[src/rtl/status_readback.sv]
// status_readback: JTAG USER1 readback path, oversampling BSCAN pins in usbclk.
// Ports:
//   usbclk, reset                    system clock, synchronous active-high reset
//   sel, drck, capture, shift, update async BSCAN USER1 pins
//   tdo                               serial data to BSCAN TDO1 (LSB first)
//   status_data, status_valid         word and freshness bit to snapshot
//   status_ack                        1-cycle pulse: fresh data taken at capture
//   read_done                         1-cycle pulse at Update-DR after a capture
//   overrun                           sticky: host shifted more than LEN bits
module status_readback #(
    parameter int W    = 40,
    parameter int SEQW = 8
) (
    input  logic         usbclk,
    input  logic         reset,
    input  logic         sel,
    input  logic         drck,
    input  logic         capture,
    input  logic         shift,
    input  logic         update,
    output logic         tdo,
    input  logic [W-1:0] status_data,
    input  logic         status_valid,
    output logic         status_ack,
    output logic         read_done,
    output logic         overrun
);
    localparam int LEN = W + SEQW + 1;
    localparam int CW  = $clog2(LEN + 1);

    typedef enum logic [1:0] {IDLE, LOADED, SHIFTING, EXHAUSTED} state_t;

    state_t          r_state, w_state_nxt;
    logic [LEN-1:0]  r_sr;
    logic [CW-1:0]   r_bitcnt;
    logic [SEQW-1:0] r_seq;
    logic            r_sel_s1, r_shift_s1;
    logic            r_drck_s1, r_drck_s2, r_cap_s1, r_cap_s2, r_upd_s1, r_upd_s2;
    logic            r_cap_ev, r_shf_ev, r_upd_ev;
    logic            w_active;

    // sel and shift are only used as level qualifiers at the first stage, so
    // their second stage would never be read and is left out.
    always_ff @(posedge usbclk) begin
        r_sel_s1   <= sel;
        r_shift_s1 <= shift;
        r_drck_s1  <= drck;
        r_drck_s2  <= r_drck_s1;
        r_cap_s1   <= capture;
        r_cap_s2   <= r_cap_s1;
        r_upd_s1   <= update;
        r_upd_s2   <= r_upd_s1;
    end

    always_ff @(posedge usbclk) begin
        if (reset) begin
            r_cap_ev <= 1'b0;
            r_shf_ev <= 1'b0;
            r_upd_ev <= 1'b0;
        end else begin
            r_cap_ev <= r_sel_s1 & r_cap_s1 & ~r_cap_s2;
            r_shf_ev <= r_sel_s1 & r_shift_s1 & r_drck_s1 & ~r_drck_s2;
            r_upd_ev <= r_sel_s1 & r_upd_s1 & ~r_upd_s2;
        end
    end

    assign w_active = (r_state == LOADED) || (r_state == SHIFTING);

    always_comb begin
        w_state_nxt = r_state;
        if (r_cap_ev)
            w_state_nxt = LOADED;
        else if (r_shf_ev)
            w_state_nxt = w_active ? ((r_bitcnt > CW'(1)) ? SHIFTING : EXHAUSTED) : r_state;
        else if (r_upd_ev && r_state != IDLE)
            w_state_nxt = IDLE;
    end

    always_ff @(posedge usbclk) begin
        if (reset)
            r_state <= IDLE;
        else
            r_state <= w_state_nxt;
    end

    always_ff @(posedge usbclk) begin
        if (reset) begin
            r_sr       <= '0;
            r_bitcnt   <= '0;
            r_seq      <= '0;
            status_ack <= 1'b0;
            read_done  <= 1'b0;
            overrun    <= 1'b0;
        end else begin
            status_ack <= 1'b0;
            read_done  <= 1'b0;
            if (r_cap_ev) begin
                r_sr       <= {r_seq, status_valid, status_data};
                r_bitcnt   <= CW'(LEN);
                r_seq      <= r_seq + SEQW'(1);
                status_ack <= status_valid;
                overrun    <= 1'b0;
            end else if (r_shf_ev) begin
                if (w_active) begin
                    r_sr     <= {1'b0, r_sr[LEN-1:1]};
                    r_bitcnt <= r_bitcnt - CW'(1);
                end else if (r_state == EXHAUSTED) begin
                    r_sr    <= '0;
                    overrun <= 1'b1;
                end
            end else if (r_upd_ev && r_state != IDLE) begin
                read_done <= 1'b1;
            end
        end
    end

    assign tdo = r_sr[0];
endmodule

[config.mk]
export PLATFORM = sky130hd
export DESIGN_NAME = status_readback
export DESIGN_NICKNAME = d
export VERILOG_FILES = /design/src/rtl/status_readback.sv
export SDC_FILE = /design/constraint.sdc
export NUM_CORES = 1
export LEC_CHECK = 0
export ABC_AREA = 1
export CAP_MARGIN = 0
export CORE_MARGIN = 2
export CORE_UTILIZATION = 49
export DETAILED_ROUTE_END_ITERATION = 7
export PLACE_DENSITY_LB_ADDON = 0.3
export SLEW_MARGIN = 5
export SYNTH_ARGS = -nofsm -noshare
export SYNTH_HDL_FRONTEND = slang
export SYNTH_SLANG_ARGS = --single-unit
[constraint.sdc]
create_clock -name usbclk -period 4.5 [get_ports usbclk]
set_input_delay 0.9 -clock usbclk [delete_from_list [all_inputs] [get_ports usbclk]]
set_output_delay 0.9 -clock usbclk [all_outputs]
set_load 0.1 [all_outputs]
---- Yosys cells after proc, flatten, opt, wreduce, memory -nomap -nowiden ----
Cells that the tools add are included.
storage, ports and cells
  bits in registers ....................... 79
  input bits .............................. 48
  output and inout bits ................... 4
  word-level logic and storage cells ...... 70
operators by class
  add/subtract/negate cells ............... 2
  order comparisons ....................... 1
  eq/ne operators ......................... 5
  multiplexer cells ....................... 13
  bitwise operators ....................... 12
  reductions and logical operators ........ 17
operators by type and width
  cell                                                                   count
  49-bit two-way mux                                                     4
  6-bit two-way mux                                                      3
  2-bit AND reduction                                                    5
  8-bit by 1-bit adder with 8-bit output, second input constant          1
  2-bit nonzero test                                                     4
  1-bit AND                                                              7
  6-bit by 1-bit > comparator with 1-bit output, second input constant   1
  2-bit two-way mux                                                      3
  3-bit nonzero test                                                     2
  6-bit by 1-bit subtractor with 6-bit output, second input constant     1
  1-bit inverter                                                         5
  2-bit equality test, second input constant                             2
  2-bit OR reduction                                                     2
  1-bit two-way mux                                                      3
  3-bit by 2-bit != test with 1-bit output, second input constant        1
  3-bit AND reduction                                                    1
  3-bit OR reduction                                                     1
  2-bit by 1-bit equality test with 1-bit output, second input constant  1
  2-bit by 1-bit != test with 1-bit output, second input constant        1
  1-bit logical AND                                                      1
  1-bit logical OR                                                       1

---- Logic depth before layout (Yosys ltp) ----
  depth in word-level cells ............... 5
  mapped depth ............................ 10
  gate-level depth less buffers ........... 9

---- Worst setup path after synthesis ----
OpenSTA, ideal clock, no wires.
  path type ............................... flip-flop to output port
  start ................................... register overrun
  end ..................................... output overrun
  arrival ................................. 925 ps
  required time ........................... 3600 ps
  slack ................................... 2675 ps
  stages on the path, launching flop included .. 1
  path buffers ............................ 0
  cell sequence ........................... dfxtp_1
RTL lines
  item                    RTL line  text
  from (decl)             26        output logic overrun
  from (signal assigned)  93        overrun <= 1'b0;
  from (signal assigned)  102       overrun <= 1'b0;
  from (signal assigned)  109       overrun <= 1'b1;
No word-level cell between the ends.

---- Final worst setup path ----
  start ................................... register r_sr[0]
  end ..................................... output tdo
RTL lines
  item                    RTL line  text
  from (decl)             34        logic [LEN-1:0] r_sr;
  from (signal assigned)  98        r_sr <= {r_seq, status_valid, status_data};
  from (signal assigned)  105       r_sr <= {1'b0, r_sr[LEN-1:1]};
  to (decl)               21        output logic tdo,
No word-level cell between the ends.

==> results.sh <==
export IMPL_outcome="finished clean"
export IMPL_slew_headroom_pct=25.7
export IMPL_synth_area_per_cell_um2=7.12
export IMPL_vias=3076
export IMPL_synthAdderAreaFrac_pct=1.79
export IMPL_first_iter_violations=108
export IMPL_core_area_um2=6830
export IMPL_post_cts_buffers=0
export IMPL_drc=0
export IMPL_synth_compound_area_share_pct=17.4
export IMPL_p_sw_share_pct=21.9
export IMPL_die_h_um=88.5
export IMPL_grt_max_degree=74
export IMPL_ctsHoldBuffers=0
export IMPL_max_cap_violations=0
export IMPL_grt_pass1_wl_mm=12.1
export IMPL_cts_sinks=79
export IMPL_synth_top_family_by_area="simple AND/OR/NAND/NOR gates"
export IMPL_cp_data_required_time_ns=3.60
export IMPL_clk_latency_ns=0.34
export IMPL_die_width_um=88.5
export IMPL_synth_area_leader_cell="dfxtp_1"
export IMPL_grt_usage_pct=19.5
export IMPL_diodes=0
export IMPL_crit_family="buffers and inverters"
export IMPL_worst_path_max_delay_cell="clkdlybuf4s50_1"
export IMPL_finalMaxSlewViolations=0
export IMPL_end_kind="output port"
export IMPL_synth_edf_count=0
export IMPL_ir_drop_v=0.000196
export IMPL_yosysUniqueCellTypes=26
export IMPL_dp_hpwl_mm=4.36
export IMPL_antenna_found_initial=0
export IMPL_hold_viol=0
export IMPL_rsz0062_at_grt="false"
export IMPL_synthCells=491
export IMPL_fmax_ghz=0.367
export IMPL_synth_nets=544
export IMPL_leakagePower_nw=1.65
export IMPL_row_count=30
export IMPL_firstDrtPassIters=8
export IMPL_place_ws_ns=1.57
export IMPL_fin_crit_sh_pct=60.6
export IMPL_drt_total_wl_mm=7.13
export IMPL_skew_ns=0.00922
export IMPL_switchingPower_w=0.000299
export IMPL_setup_viol=0
export IMPL_path_class="reg2out"
export IMPL_arrival_ns=1.83
export IMPL_post_synth_xor_area_fraction_pct=0
export IMPL_totalPowerFinal_w=0.00137
export IMPL_setup_ws_ns=1.77
export IMPL_synthSimpleGateAreaFrac_pct=24.4
export IMPL_fin_crit_ns=2.73
export IMPL_synth_common_cells="136 x nand2_1, 79 x dfxtp_1, 56 x a21oi_1, 49 x inv_1, 38 x o21ai_0"
export IMPL_drive_above_1_share_pct=4.52
export IMPL_power_frac_clock_pct=39.6
export IMPL_syn_to_final_growth_pct=19.1
export IMPL_slowest_delay_ns=1.14
export IMPL_p_comb_share_pct=7.7
export IMPL_synth_top_cell_area_share_pct=45.3
export IMPL_crit_path_cell_trace="clkdlybuf4s50_1"
export IMPL_clk_pin_slew_ns=0.07
export IMPL_tightest_slew_ns=1.11
export IMPL_holdCritPathClass="reg2reg"
export IMPL_gp_congestion=0.826
export IMPL_wl_per_cell_um=11.4
export IMPL_drtAntennaViolNets=0
export IMPL_synth_most_common_cell="nand2_1"
export IMPL_grt_overflow=0
export IMPL_tritoncts="built"
export IMPL_fin_tns_setup_ns=0
export IMPL_ys_seq_elements=79
export IMPL_path_max_fanout=2
export IMPL_synth_mux_area_fraction_pct=0
export IMPL_syn_cell_area_um2=3490
export IMPL_synth_seq_area_share_pct=45.3
export IMPL_path_buf_inv=1
export IMPL_cp_start_kind="register"
export IMPL_final_nets=579
export IMPL_numCtsBuffers=9
export IMPL_synthFlopType="dfxtp_1"
export IMPL_cts_buffer_depth=2
export IMPL_ys_async_sr_fraction_pct=0
export IMPL_dieArea_um2=7820
export IMPL_viasPerCell=4.91
export IMPL_io_pins=52
export IMPL_start_util_pct=51.2
export IMPL_seq_power_share_pct=52.6
export IMPL_synth_warnings=0
export IMPL_power_density_nw_per_um2=328
export IMPL_io_buffers=51
export IMPL_grt_pass1_vias=2875
export IMPL_cts_root_buffer_cell="clkbuf_8"
export IMPL_post_cts_resized=0
export IMPL_p_int_w=0.00107
export IMPL_netlist_top_cells_area="dfxtp_1 45%, nand2_1 15%, a21oi_1 8.0%, o21ai_0 5.4%, inv_1 5.3%"
export IMPL_h_tree_depth=3
==> stage by stage <==
| step | instance area (um^2) | cells | util, % | hold WS (ns) |
|---|---|---|---|---|
| floorplan | 3490 | 491 | - | 0.323 |
| global placement | 3950 | 611 | 57.9 | 0.334 |
| detailed placement | 3950 | 611 | 57.9 | 0.339 |
| CTS | 4160 | 627 | 60.9 | 0.354 |
| global route | 4160 | 627 | 60.9 | 0.366 |
| finish | 4160 | 627 | 60.9 | 0.352 |
==> final timing paths <==
path	cells after the start	start	end	slack, ns
setup / recovery	1	r_sr[0]	tdo	1.77
hold / removal	0	r_drck_s1	r_drck_s2	0.35
setup reg to reg	6	r_cap_ev	r_sr[20]	2.02
hold reg to reg	0	r_drck_s1	r_drck_s2	0.35
==> kinds of logic (layout without fill, tap and decap cells) <==
| group | Yosys count | after routing |
|---|---|---|
| fa+ha+maj | 5 | 5 |
| buf+inv | 81 | 121 |
| flops | 79 | 79 |
| compound gates | 120 | 120 |
| simple gates | 206 | 206 |
==> cell usage in the layout (no fill, tap or decap), types with 2 or more instances in the layout <==
cell	synthesis	routed
a21oi_1	56	56
a31oi_1	2	2
buf_4	3	4
clkbuf_8	0	12
clkdlybuf4s50_1	0	51
clkinv_2	0	2
dfxtp_1	79	79
ha_1	5	5
inv_1	49	49
nand2_1	136	136
nand3_1	29	29
nor2_1	30	30
nor3_1	2	2
nor3b_1	2	2
o21ai_0	38	38
o21ai_1	21	21
o22ai_1	2	2
==> power by group through the flow <==
stage               Clock, W  Sequential (W)  Combinational, W
global placement           0        0.000735          0.000104
finish              0.000542        0.000719          0.000106
CTS                 0.000553        0.000719          0.000107
floorplan                  0        0.000735         0.0000576
global route        0.000585        0.000721          0.000118
detailed placement         0        0.000736          0.000106
==> layer usage <==
metal | global-route usage (%) | vias up | share of wire, %
met1 | 23.5 | 1381 | 47
met4 | 5.10 | 0 | 0.83
met5 | 0 | - | 0
met3 | 4.66 | 6 | 4.0
li1 | - | 1642 | -
met2 | 35.1 | 47 | 48
==> registers in the layout (all words and copies together), names as in the netlist <==
name        count
overrun         1
r_upd_ev        1
r_sel_s1        1
r_drck_s1       1
r_cap_s1        1
r_seq           8
r_shift_s1      1
r_state         2
read_done       1
r_shf_ev        1
r_bitcnt        6
r_cap_ev        1
r_upd_s2        1
r_cap_s2        1
r_upd_s1        1
status_ack      1
r_sr           49
r_drck_s2       1
==> layout make-up <==
cell class	instances	area [um^2]
Timing Repair Buffer	55	541
Fill cell	652	2670
Inverter	50	188
Multi-Input combinational cell	331	1520
Tap cell	96	120
Sequential cell	79	1580
Clock inverter	3	40.0
Clock buffer	13	169
Power figures use the tool's default switching activity.
